`src/rtl/cond_exec_pkg.sv`:
```
`default_nettype none
// ============================================================================
// Module      : cond_exec_pkg
// Description : Shared types for the conditional-execution unit: ARM-style
//               condition codes, the packed flag word and block FSM states.
// Revision    : 1.0 - initial release
// ============================================================================
package cond_exec_pkg;

    // ARM condition-code encoding; NV (1111) always fails here.
    typedef enum logic [3:0] {
        EQ = 4'b0000,
        NE = 4'b0001,
        CS = 4'b0010,
        CC = 4'b0011,
        MI = 4'b0100,
        PL = 4'b0101,
        VS = 4'b0110,
        VC = 4'b0111,
        HI = 4'b1000,
        LS = 4'b1001,
        GE = 4'b1010,
        LT = 4'b1011,
        GT = 4'b1100,
        LE = 4'b1101,
        AL = 4'b1110,
        NV = 4'b1111
    } cond_e;

    // Stored flags, packed so that bit3 = N and bit0 = V.
    typedef struct packed {
        logic n;
        logic z;
        logic c;
        logic v;
    } flags_t;

    // Predicated-block sequencer states.
    typedef enum logic [0:0] {
        IDLE  = 1'b0,
        BLOCK = 1'b1
    } blk_state_e;

endpackage : cond_exec_pkg
`default_nettype wire

```
`src/rtl/cond_eval.sv`:
```
`default_nettype none
// ============================================================================
// Module      : cond_eval
// Description : Purely combinational condition-code evaluator. Maps a
//               condition code and a flag word to a single pass bit.
// Revision    : 1.0 - initial release
// ============================================================================
module cond_eval
    import cond_exec_pkg::*;
(
    input  cond_e  cond_i,
    input  flags_t flags_i,
    output logic   pass_o
);

    // Decode the condition against the supplied flags; default keeps the
    // output a known 0 for any unexpected encoding.
    always_comb begin
        pass_o = 1'b0;
        unique case (cond_i)
            EQ: pass_o =  flags_i.z;
            NE: pass_o = ~flags_i.z;
            CS: pass_o =  flags_i.c;
            CC: pass_o = ~flags_i.c;
            MI: pass_o =  flags_i.n;
            PL: pass_o = ~flags_i.n;
            VS: pass_o =  flags_i.v;
            VC: pass_o = ~flags_i.v;
            HI: pass_o =  (flags_i.c & ~flags_i.z);
            LS: pass_o = ~(flags_i.c & ~flags_i.z);
            GE: pass_o =  (flags_i.n == flags_i.v);
            LT: pass_o =  (flags_i.n != flags_i.v);
            GT: pass_o =  (~flags_i.z & (flags_i.n == flags_i.v));
            LE: pass_o = ~(~flags_i.z & (flags_i.n == flags_i.v));
            AL: pass_o = 1'b1;
            NV: pass_o = 1'b0;
            default: pass_o = 1'b0;
        endcase
    end

endmodule : cond_eval
`default_nettype wire

```
`src/rtl/cond_exec_unit.sv`:
```
`default_nettype none
// ============================================================================
// Module      : cond_exec_unit
// Description : Conditional-execution unit with NUM_CTX independent flag
//               contexts. Gates register/memory/PC controls on the
//               evaluated condition and updates flags of the effective
//               context. Optional predicated-block sequencer is compiled in
//               when the macro COND_BLOCK_EN is defined.
// Revision    : 1.0 - initial release
// ============================================================================
module cond_exec_unit
    import cond_exec_pkg::*;
#(
    parameter  int NUM_CTX = 2,
    parameter  int BLK_MAX = 4,
    localparam int CTX_W   = (NUM_CTX > 1) ? $clog2(NUM_CTX) : 1
) (
    input  logic             clk,
    input  logic             rst,
    input  logic             valid_i,
    input  logic [3:0]       cond_i,
    input  logic [CTX_W-1:0] ctx_i,
    input  logic [3:0]       alu_flags_i,
    input  logic [1:0]       flag_wr_i,
    input  logic             reg_wr_i,
    input  logic             mem_wr_i,
    input  logic             pc_src_i,
    input  logic             blk_start_i,
    input  logic [3:0]       blk_len_i,
    output logic             reg_wr_o,
    output logic             mem_wr_o,
    output logic             pc_src_o,
    output logic             condex_o,
    output logic [3:0]       flags_o,
    output logic             blk_active_o,
    output logic [3:0]       blk_left_o
);

    flags_t           flags_q [NUM_CTX];

    cond_e            w_eff_cond;
    logic [CTX_W-1:0] w_eff_ctx;
    flags_t           w_eff_flags;
    flags_t           w_sel_flags;
    logic             w_pass;
    logic             w_prefix;
    logic             w_condex;

`ifdef COND_BLOCK_EN
    localparam logic [3:0] C_BLK_MAX = 4'(BLK_MAX);

    blk_state_e       state_q, state_d;
    logic [3:0]       count_q, count_d;
    cond_e            bcond_q, bcond_d;
    logic [CTX_W-1:0] bctx_q,  bctx_d;
    logic [3:0]       w_len_clip;

    assign w_len_clip = (blk_len_i > C_BLK_MAX) ? C_BLK_MAX : blk_len_i;

    // A block-start request only acts as a prefix while no block is open.
    assign w_prefix   = (state_q == IDLE) & blk_start_i;
    assign w_eff_cond = (state_q == BLOCK) ? bcond_q : cond_e'(cond_i);
    assign w_eff_ctx  = (state_q == BLOCK) ? bctx_q  : ctx_i;

    // Block sequencer state, remaining count and latched condition/context.
    always_ff @(posedge clk) begin
        if (rst) begin
            state_q <= IDLE;
            count_q <= '0;
            bcond_q <= EQ;
            bctx_q  <= '0;
        end else begin
            state_q <= state_d;
            count_q <= count_d;
            bcond_q <= bcond_d;
            bctx_q  <= bctx_d;
        end
    end

    // Open a block on a non-empty prefix; count down on each valid
    // instruction inside it and close once the last one has issued.
    always_comb begin
        state_d = state_q;
        count_d = count_q;
        bcond_d = bcond_q;
        bctx_d  = bctx_q;
        unique case (state_q)
            IDLE: begin
                if (valid_i && blk_start_i && (blk_len_i != 4'd0)) begin
                    state_d = BLOCK;
                    count_d = w_len_clip;
                    bcond_d = cond_e'(cond_i);
                    bctx_d  = ctx_i;
                end
            end
            BLOCK: begin
                if (valid_i) begin
                    count_d = count_q - 4'd1;
                    if (count_q == 4'd1) begin
                        state_d = IDLE;
                    end
                end
            end
            default: begin
                state_d = IDLE;
                count_d = '0;
            end
        endcase
    end

    assign blk_active_o = (state_q == BLOCK);
    assign blk_left_o   = count_q;
`else
    logic unused_blk_inputs;

    // Without block support every instruction is evaluated on its own.
    assign unused_blk_inputs = ^{blk_start_i, blk_len_i};
    assign w_prefix          = 1'b0;
    assign w_eff_cond        = cond_e'(cond_i);
    assign w_eff_ctx         = ctx_i;
    assign blk_active_o      = 1'b0;
    assign blk_left_o        = 4'd0;
`endif

    // Select flags for the effective context (evaluation) and for ctx_i
    // (observation); out-of-range contexts read as all-zero.
    always_comb begin
        w_eff_flags = '0;
        w_sel_flags = '0;
        for (int i = 0; i < NUM_CTX; i++) begin
            if (w_eff_ctx == CTX_W'(i)) begin
                w_eff_flags = flags_q[i];
            end
            if (ctx_i == CTX_W'(i)) begin
                w_sel_flags = flags_q[i];
            end
        end
    end

    cond_eval u_cond_eval (
        .cond_i  (w_eff_cond),
        .flags_i (w_eff_flags),
        .pass_o  (w_pass)
    );

    assign w_condex = valid_i & w_pass & ~w_prefix;

    assign condex_o = w_condex;
    assign reg_wr_o = reg_wr_i & w_condex;
    assign mem_wr_o = mem_wr_i & w_condex;
    assign pc_src_o = pc_src_i & w_condex;
    assign flags_o  = w_sel_flags;

    // Flag storage: only the effective context of a passing instruction is
    // written, N/Z and C/V pairs independently.
    always_ff @(posedge clk) begin
        if (rst) begin
            for (int i = 0; i < NUM_CTX; i++) begin
                flags_q[i] <= '0;
            end
        end else if (w_condex) begin
            for (int i = 0; i < NUM_CTX; i++) begin
                if (w_eff_ctx == CTX_W'(i)) begin
                    if (flag_wr_i[1]) begin
                        flags_q[i].n <= alu_flags_i[3];
                        flags_q[i].z <= alu_flags_i[2];
                    end
                    if (flag_wr_i[0]) begin
                        flags_q[i].c <= alu_flags_i[1];
                        flags_q[i].v <= alu_flags_i[0];
                    end
                end
            end
        end
    end

endmodule : cond_exec_unit
`default_nettype wire

```
`config.mk`:
```
export PLATFORM = sky130hd
export DESIGN_NAME = cond_exec_unit
export DESIGN_NICKNAME = d
export VERILOG_FILES = /design/src/rtl/cond_exec_pkg.sv /design/src/rtl/cond_eval.sv /design/src/rtl/cond_exec_unit.sv
export SDC_FILE = /design/constraint.sdc
export NUM_CORES = 1
export LEC_CHECK = 0
export ABC_AREA = 1
export BUFFER_PORTS_ARGS = -buffer_cell sky130_fd_sc_hd__buf_2
export CELL_PAD_IN_SITES_DETAIL_PLACEMENT = 0
export CELL_PAD_IN_SITES_GLOBAL_PLACEMENT = 1
export CORE_MARGIN = 3
export CORE_UTILIZATION = 34
export DETAILED_ROUTE_END_ITERATION = 10
export MAX_ROUTING_LAYER = met4
export PLACE_DENSITY = 0.8
export SYNTH_ARGS = -nofsm -noshare
export SYNTH_HDL_FRONTEND = slang
export SYNTH_SLANG_ARGS = --single-unit
```
`constraint.sdc`:
```
create_clock -name clk -period 2.7 [get_ports clk]
set_input_delay 0.405 -clock clk [delete_from_list [all_inputs] [get_ports clk]]
set_output_delay 0.405 -clock clk [all_outputs]
set_load 0.01 [all_outputs]
```
==> results.sh, run 1 <==
export IMPL_ys_types=25
export IMPL_async_reset_ff_share_pct=0
export IMPL_htree_levels=1
export IMPL_finalSetupTns_ps=0
export IMPL_finalClockSkew_ps=2.945
export IMPL_path_max_fanout=9
export IMPL_synth_largest_area_cell="edfxtp_1"
export IMPL_grtUsageTotal_pct=11.61
export IMPL_ys_ff_latch=8
export IMPL_die_area_um2=3192
export IMPL_grt_pass1_wl_um=2932
export IMPL_combPwrFrac_pct=33.1
export IMPL_dr_pass1_iters=4
export IMPL_cts_repair_resized=0
export IMPL_max_stage_delay_ps=260
export IMPL_finalInstanceArea_um2=1011
export IMPL_fin_crit_ps=2103
export IMPL_path_clk_slew_ps=50
export IMPL_area_growth_pct=16.59
export IMPL_die_x_um=56.50
export IMPL_p_sw_uw=115.9
export IMPL_synth_ff_type="edfxtp_1"
export IMPL_portBuffers=24
export IMPL_syn_area_per_cell_um2=6.471
export IMPL_fin_util_pct=43.61
export IMPL_clk_path_buf_depth=2
export IMPL_crit_path_top_delay_cell="buf_2"
export IMPL_clkPwrFrac_pct=24.6
export IMPL_drc=0
export IMPL_reg_top3="flags_q x8"
export IMPL_end_kind="primary output"
export IMPL_cts_tree="yes"
export IMPL_irDropWorstVdd_uv=194.4
export IMPL_finalHoldViolations=0
export IMPL_p_leak_uw=0.0005432
export IMPL_netlist_instances=134
export IMPL_synth_most_common_cell="nand2_1"
export IMPL_cp_arrival_ps=1700
export IMPL_row_count=17
export IMPL_period_share_pct=77.91
export IMPL_path_cells="buf_2 > nand2_1 > nand2_4 > nand2_2 > nand2_2 > nand2_1 > a21oi_2 > nand3_2 > nand2_4 > inv_4 > buf_2"
export IMPL_largest_register_ffs=8
export IMPL_vias=832
export IMPL_initial_utilization_pct=37.40
export IMPL_yosysWarnings=0
export IMPL_die_h_um=56.50
export IMPL_timing_hold_ws_ps=468.6
export IMPL_hpwl_um=1476
export IMPL_worstSetupPathType="input pin to primary output"
export IMPL_drive_above_1_share_pct=32.08
export IMPL_grt_pass1_vias=725
export IMPL_grt_max_degree=10
export IMPL_via_per_inst=4.449
export IMPL_antenna_found_initial=0
export IMPL_grt_ovfl_total=0
export IMPL_fin_nets=183
export IMPL_critPathTopFamily="simple AND/OR/NAND/NOR gates"
export IMPL_crit_path_start_kind="input pin"
export IMPL_crit_required_ps=2300
export IMPL_cts_root_buf="clkbuf_4"
export IMPL_pin_count=35
export IMPL_insertion_delay_ps=250
export IMPL_synth_top_cell_area_share_pct=27.71
export IMPL_cts_inserted_buffers=3
export IMPL_dpl_instance_area_um2=988.4
export IMPL_cts_sinks=8
export IMPL_power_uw=352.5
export IMPL_p_int_uw=236.6
export IMPL_power_frac_seq_pct=42.3
export IMPL_drt_wl_total_um=1674
export IMPL_status="complete, no violations"
export IMPL_rsz0062_at_grt="no"
export IMPL_post_cts_buffers=0
export IMPL_max_cap_viol_count=0
export IMPL_synthTopCellsByArea="edfxtp_1, nand2_1, nor2_1"
export IMPL_setup_viol=0
export IMPL_swShare_pct=32.89
export IMPL_syn_cell_area_um2=867.1
export IMPL_max_freq_mhz=475.4
export IMPL_top_register="flags_q"
export IMPL_drt_iter0_drc=24
export IMPL_ant_nets=0
export IMPL_power_density_nw_per_um2=348.7
export IMPL_hold_class="input pin to flip-flop"
export IMPL_wl_per_cell_um=8.952
export IMPL_synth_edff_count=8
export IMPL_routabilityCongestion=0.8625
export IMPL_ctsHoldBuffers=0
export IMPL_fp_coreArea_um2=2318
export IMPL_synth_common_cells="nand2_1, nor2_1, inv_1"
export IMPL_antenna_cells=0
export IMPL_yosysSeqAreaShare_pct=27.71
export IMPL_maxSlewViolCount=0
export IMPL_crit_buf_inv=3
==> power by group through the flow <==
stage | registers (uW) | logic, uW | clock network [uW]
finish | 149 | 117 | 86.8
global route | 150 | 133 | 99.7
CTS | 149 | 118 | 90.5
detailed placement | 152 | 118 | 0
global placement | 151 | 117 | 0
floorplan | 151 | 87.8 | 0
==> worst paths after layout <==
check	endpoint	slack [ps]	cells past startpoint	from
setup / recovery	condex_o	600	11	ctx_i
hold reg to reg	flags_q[1][2]	1100	8	flags_q[0][2]
hold / removal	flags_q[1][2]	470	3	alu_flags_i[2]
setup reg to reg	flags_q[0][0]	960	7	flags_q[0][2]
==> through the flow <==
stage	std cells	worst slack, ps
2_1_floorplan	138	923.5
3_3_place_gp	184	586.2
3_5_place_dp	184	565.1
4_1_cts	187	564.6
5_1_grt	187	452.0
6_report	187	596.6
==> worst min-delay path: cells and delay by family <==
kind,cells,cell delay [ps]
buf+inv,2,110
simple gates,1,80
==> metal layers <==
layer | up-vias | track usage (%) | part of all wire, %
met3 | 2 | 1.609 | 6.1
met2 | 27 | 17.16 | 43
met4 | 0 | 5.085 | 0.96
met1 | 353 | 15.69 | 50
li1 | 450 | - | -
met5 | - | - | 0
==> placed cells by master, fill, tap and decap left out, types with 2 or more instances in the layout <==
cell type and instances:
nand2_2 10, nand2_1 33, a21oi_1 5, inv_1 21, clkbuf_4 3, buf_2 24, conb_1 5, edfxtp_1 8
nor2_1 25, nand2_4 2, nand4_1 2, nand3_1 4, nor2_2 5
==> final cells by class <==
cell class	count	area, um^2
Fill cell	262	1308
Clock buffer	3	22.52
Tap cell	28	35.03
Multi-Input combinational cell	100	493.0
Inverter	24	100.1
Timing Repair Buffer	24	120.1
Sequential cell	8	240.2
==> cells by family (layout without fill, tap and decap cells) <==
| family | after synthesis | count (layout) | synth area share, % |
|---|---|---|---|
| flip-flops | 8 | 8 | 27.71 |
| AO/OA/AOI/OAI | 11 | 11 | 8.658 |
| other | 1 | 5 | 0.4325 |
| buffers and inverters | 30 | 51 | 17.17 |
| AND/OR/NAND/NOR | 84 | 84 | 46.03 |
Note: power is estimated with default switching activity, not from simulation.
==> run 2: changes to the inputs <==
- CORE_UTILIZATION: 34 -> 32
- PLACE_DENSITY: 0.8 -> 0.76
- clock period: 2.7 -> 2 ns (I/O delays scaled with it)
==> results.sh, run 2 (synthesized netlist as in run 1, its figures left out) <==
export IMPL_endpoint="condex_o"
export IMPL_worstSetupPathType="flip-flop to primary output"
export IMPL_period_share_pct=97.99
export IMPL_critPathTopFamily="simple AND/OR/NAND/NOR gates"
export IMPL_clk_path_buf_depth=2
export IMPL_timing_hold_ws_ps=360.3
export IMPL_cts_root_buf="clkbuf_4"
export IMPL_grt_max_degree=10
export IMPL_wl_per_cell_um=9.549
export IMPL_finalClockSkew_ps=1.592
export IMPL_crit_path_top_delay_cell="edfxtp_1"
export IMPL_drt_iter0_drc=7
export IMPL_crit_path_frequent_cell="nand2_2"
export IMPL_fin_util_pct=41.91
export IMPL_multi_input_area_um2=500.5
export IMPL_fin_nets=187
export IMPL_max_cap_viol_count=0
export IMPL_antenna_found_initial=0
export IMPL_ctsHoldBuffers=0
export IMPL_die_x_um=58.06
export IMPL_reg2reg_to="flags_q[0][3]"
export IMPL_maxSlewViolCount=0
export IMPL_path_max_fanout=5
export IMPL_largest_register_ffs=8
export IMPL_grt_pass1_wl_um=3077
export IMPL_vias=859
export IMPL_reg2regPathDepth=11
export IMPL_cts_inserted_buffers=3
export IMPL_power_frac_seq_pct=39.8
export IMPL_pin_count=35
export IMPL_layout_commonest_cell="nand2_1"
export IMPL_cts_tree="yes"
export IMPL_grtUsageTotal_pct=11.81
export IMPL_cp_num_cells=11
export IMPL_final_cell_mix="nand2_1, nor2_1, buf_2, inv_1, nand2_2"
export IMPL_ant_nets=0
export IMPL_reg2reg_from="flags_q[0][3]"
export IMPL_regArea_um2=240.2
export IMPL_via_per_inst=4.451
export IMPL_crit_buf_inv=3
export IMPL_max_freq_mhz=510.2
export IMPL_routabilityCongestion=0.8249
export IMPL_path_cells="inv_1 > nand2_1 > nand2_2 > nand2_2 > nand2_2 > nand2_2 > a21oi_2 > nand3_2 > nand2_4 > inv_4 > buf_6"
export IMPL_hold_depth=3
export IMPL_crit_path_start_kind="flip-flop"
export IMPL_htree_levels=1
export IMPL_setup_viol=0
export IMPL_finalHoldViolations=0
export IMPL_finalSetupTns_ps=0
export IMPL_status="complete, no violations"
export IMPL_grt_ovfl_total=0
export IMPL_dr_pass1_iters=4
export IMPL_max_stage_delay_ps=400
export IMPL_fin_crit_ps=1960
export IMPL_hpwl_um=1526
export IMPL_cts_sinks=8
export IMPL_die_h_um=58.06
export IMPL_final_fill_count=286
export IMPL_drc=0
export IMPL_drive_above_1_share_pct=35.58
export IMPL_portBuffers=24
export IMPL_combPwrFrac_pct=35.1
export IMPL_drt_wl_total_um=1843
export IMPL_die_area_um2=3370
export IMPL_p_int_uw=333.5
export IMPL_grt_pass1_vias=804
export IMPL_cp_arrival_ps=1660
export IMPL_fp_coreArea_um2=2522
export IMPL_end_kind="primary output"
export IMPL_path_clk_slew_ps=60
export IMPL_rsz0062_at_grt="yes"
export IMPL_area_growth_pct=21.93
export IMPL_placed_cells=186
export IMPL_p_sw_uw=171.9
export IMPL_reg_top3="flags_q x8"
export IMPL_startpoint="flags_q[0][3]"
export IMPL_initial_utilization_pct=34.38
export IMPL_top_register="flags_q"
export IMPL_r2r_setup_slack_ps=140
export IMPL_clkPwrFrac_pct=25.1
export IMPL_min_from="alu_flags_i[2]"
export IMPL_antenna_cells=0
export IMPL_swShare_pct=34.02
export IMPL_insertion_delay_ps=260
export IMPL_hold_class="input pin to flip-flop"
export IMPL_fin_cells=193
export IMPL_row_count=18
export IMPL_p_leak_uw=0.0005644
export IMPL_crit_required_ps=1700
export IMPL_irDropWorstVdd_uv=237.8
export IMPL_power_density_nw_per_um2=478.0
-- run 2: worst min path at each step --
stage / to / slack, ps
floorplan: flags_q[1][2] / 530
global placement: flags_q[1][2] / 620
detailed placement: flags_q[1][2] / 630
CTS: flags_q[1][0] / 360
global route: flags_q[1][0] / 380
finish: flags_q[1][2] / 360
-- run 2: final cells by class --
| type | count | share of cell area, % |
|---|---|---|
| multi-input combinational | 100 | 47.34 |
| sequential | 8 | 22.72 |
| timing repair buffer | 28 | 14.79 |
| inverter | 24 | 9.467 |
| tap | 30 | 3.550 |
| clock buffer | 3 | 2.130 |
-- run 2: repair_timing --
action	4_1_cts	5_1_grt
pin swaps	1	9
resized for setup	0	4
setup buffers	0	4
setup endpoints to repair	1	4
-- run 2: layer usage --
layer	GRT usage, %	part of all wire (%)
met4	6.291	1.5
met1	15.04	47
met5	-	0
met2	18.39	45
met3	1.114	6.5
-- run 2: through the flow --
| step | setup WS [ps] | area (um^2) | total power [uW] |
|---|---|---|---|
| floorplan | 354.1 | 882.1 | 322.2 |
| global placement | 42.83 | 991.0 | 361.5 |
| detailed placement | -10.62 | 991.0 | 363.9 |
| CTS | 3.458 | 1013 | 489.5 |
| global route | -44.68 | 1057 | 536.9 |
| finish | 40.13 | 1057 | 505.4 |
-- run 2: power groups by stage --
stage / Combinational, uW / Sequential (uW) / Clock (uW)
global placement: 157 / 204 / 0
detailed placement: 159 / 204 / 0
CTS: 160 / 201 / 128
global route: 197 / 203 / 137
floorplan: 119 / 204 / 0
finish: 177 / 201 / 127
-- run 2: tightest hold or removal path, cell delays in order --
cell and delay (ps):
buf_2 70, inv_1 50, nor2_2 90
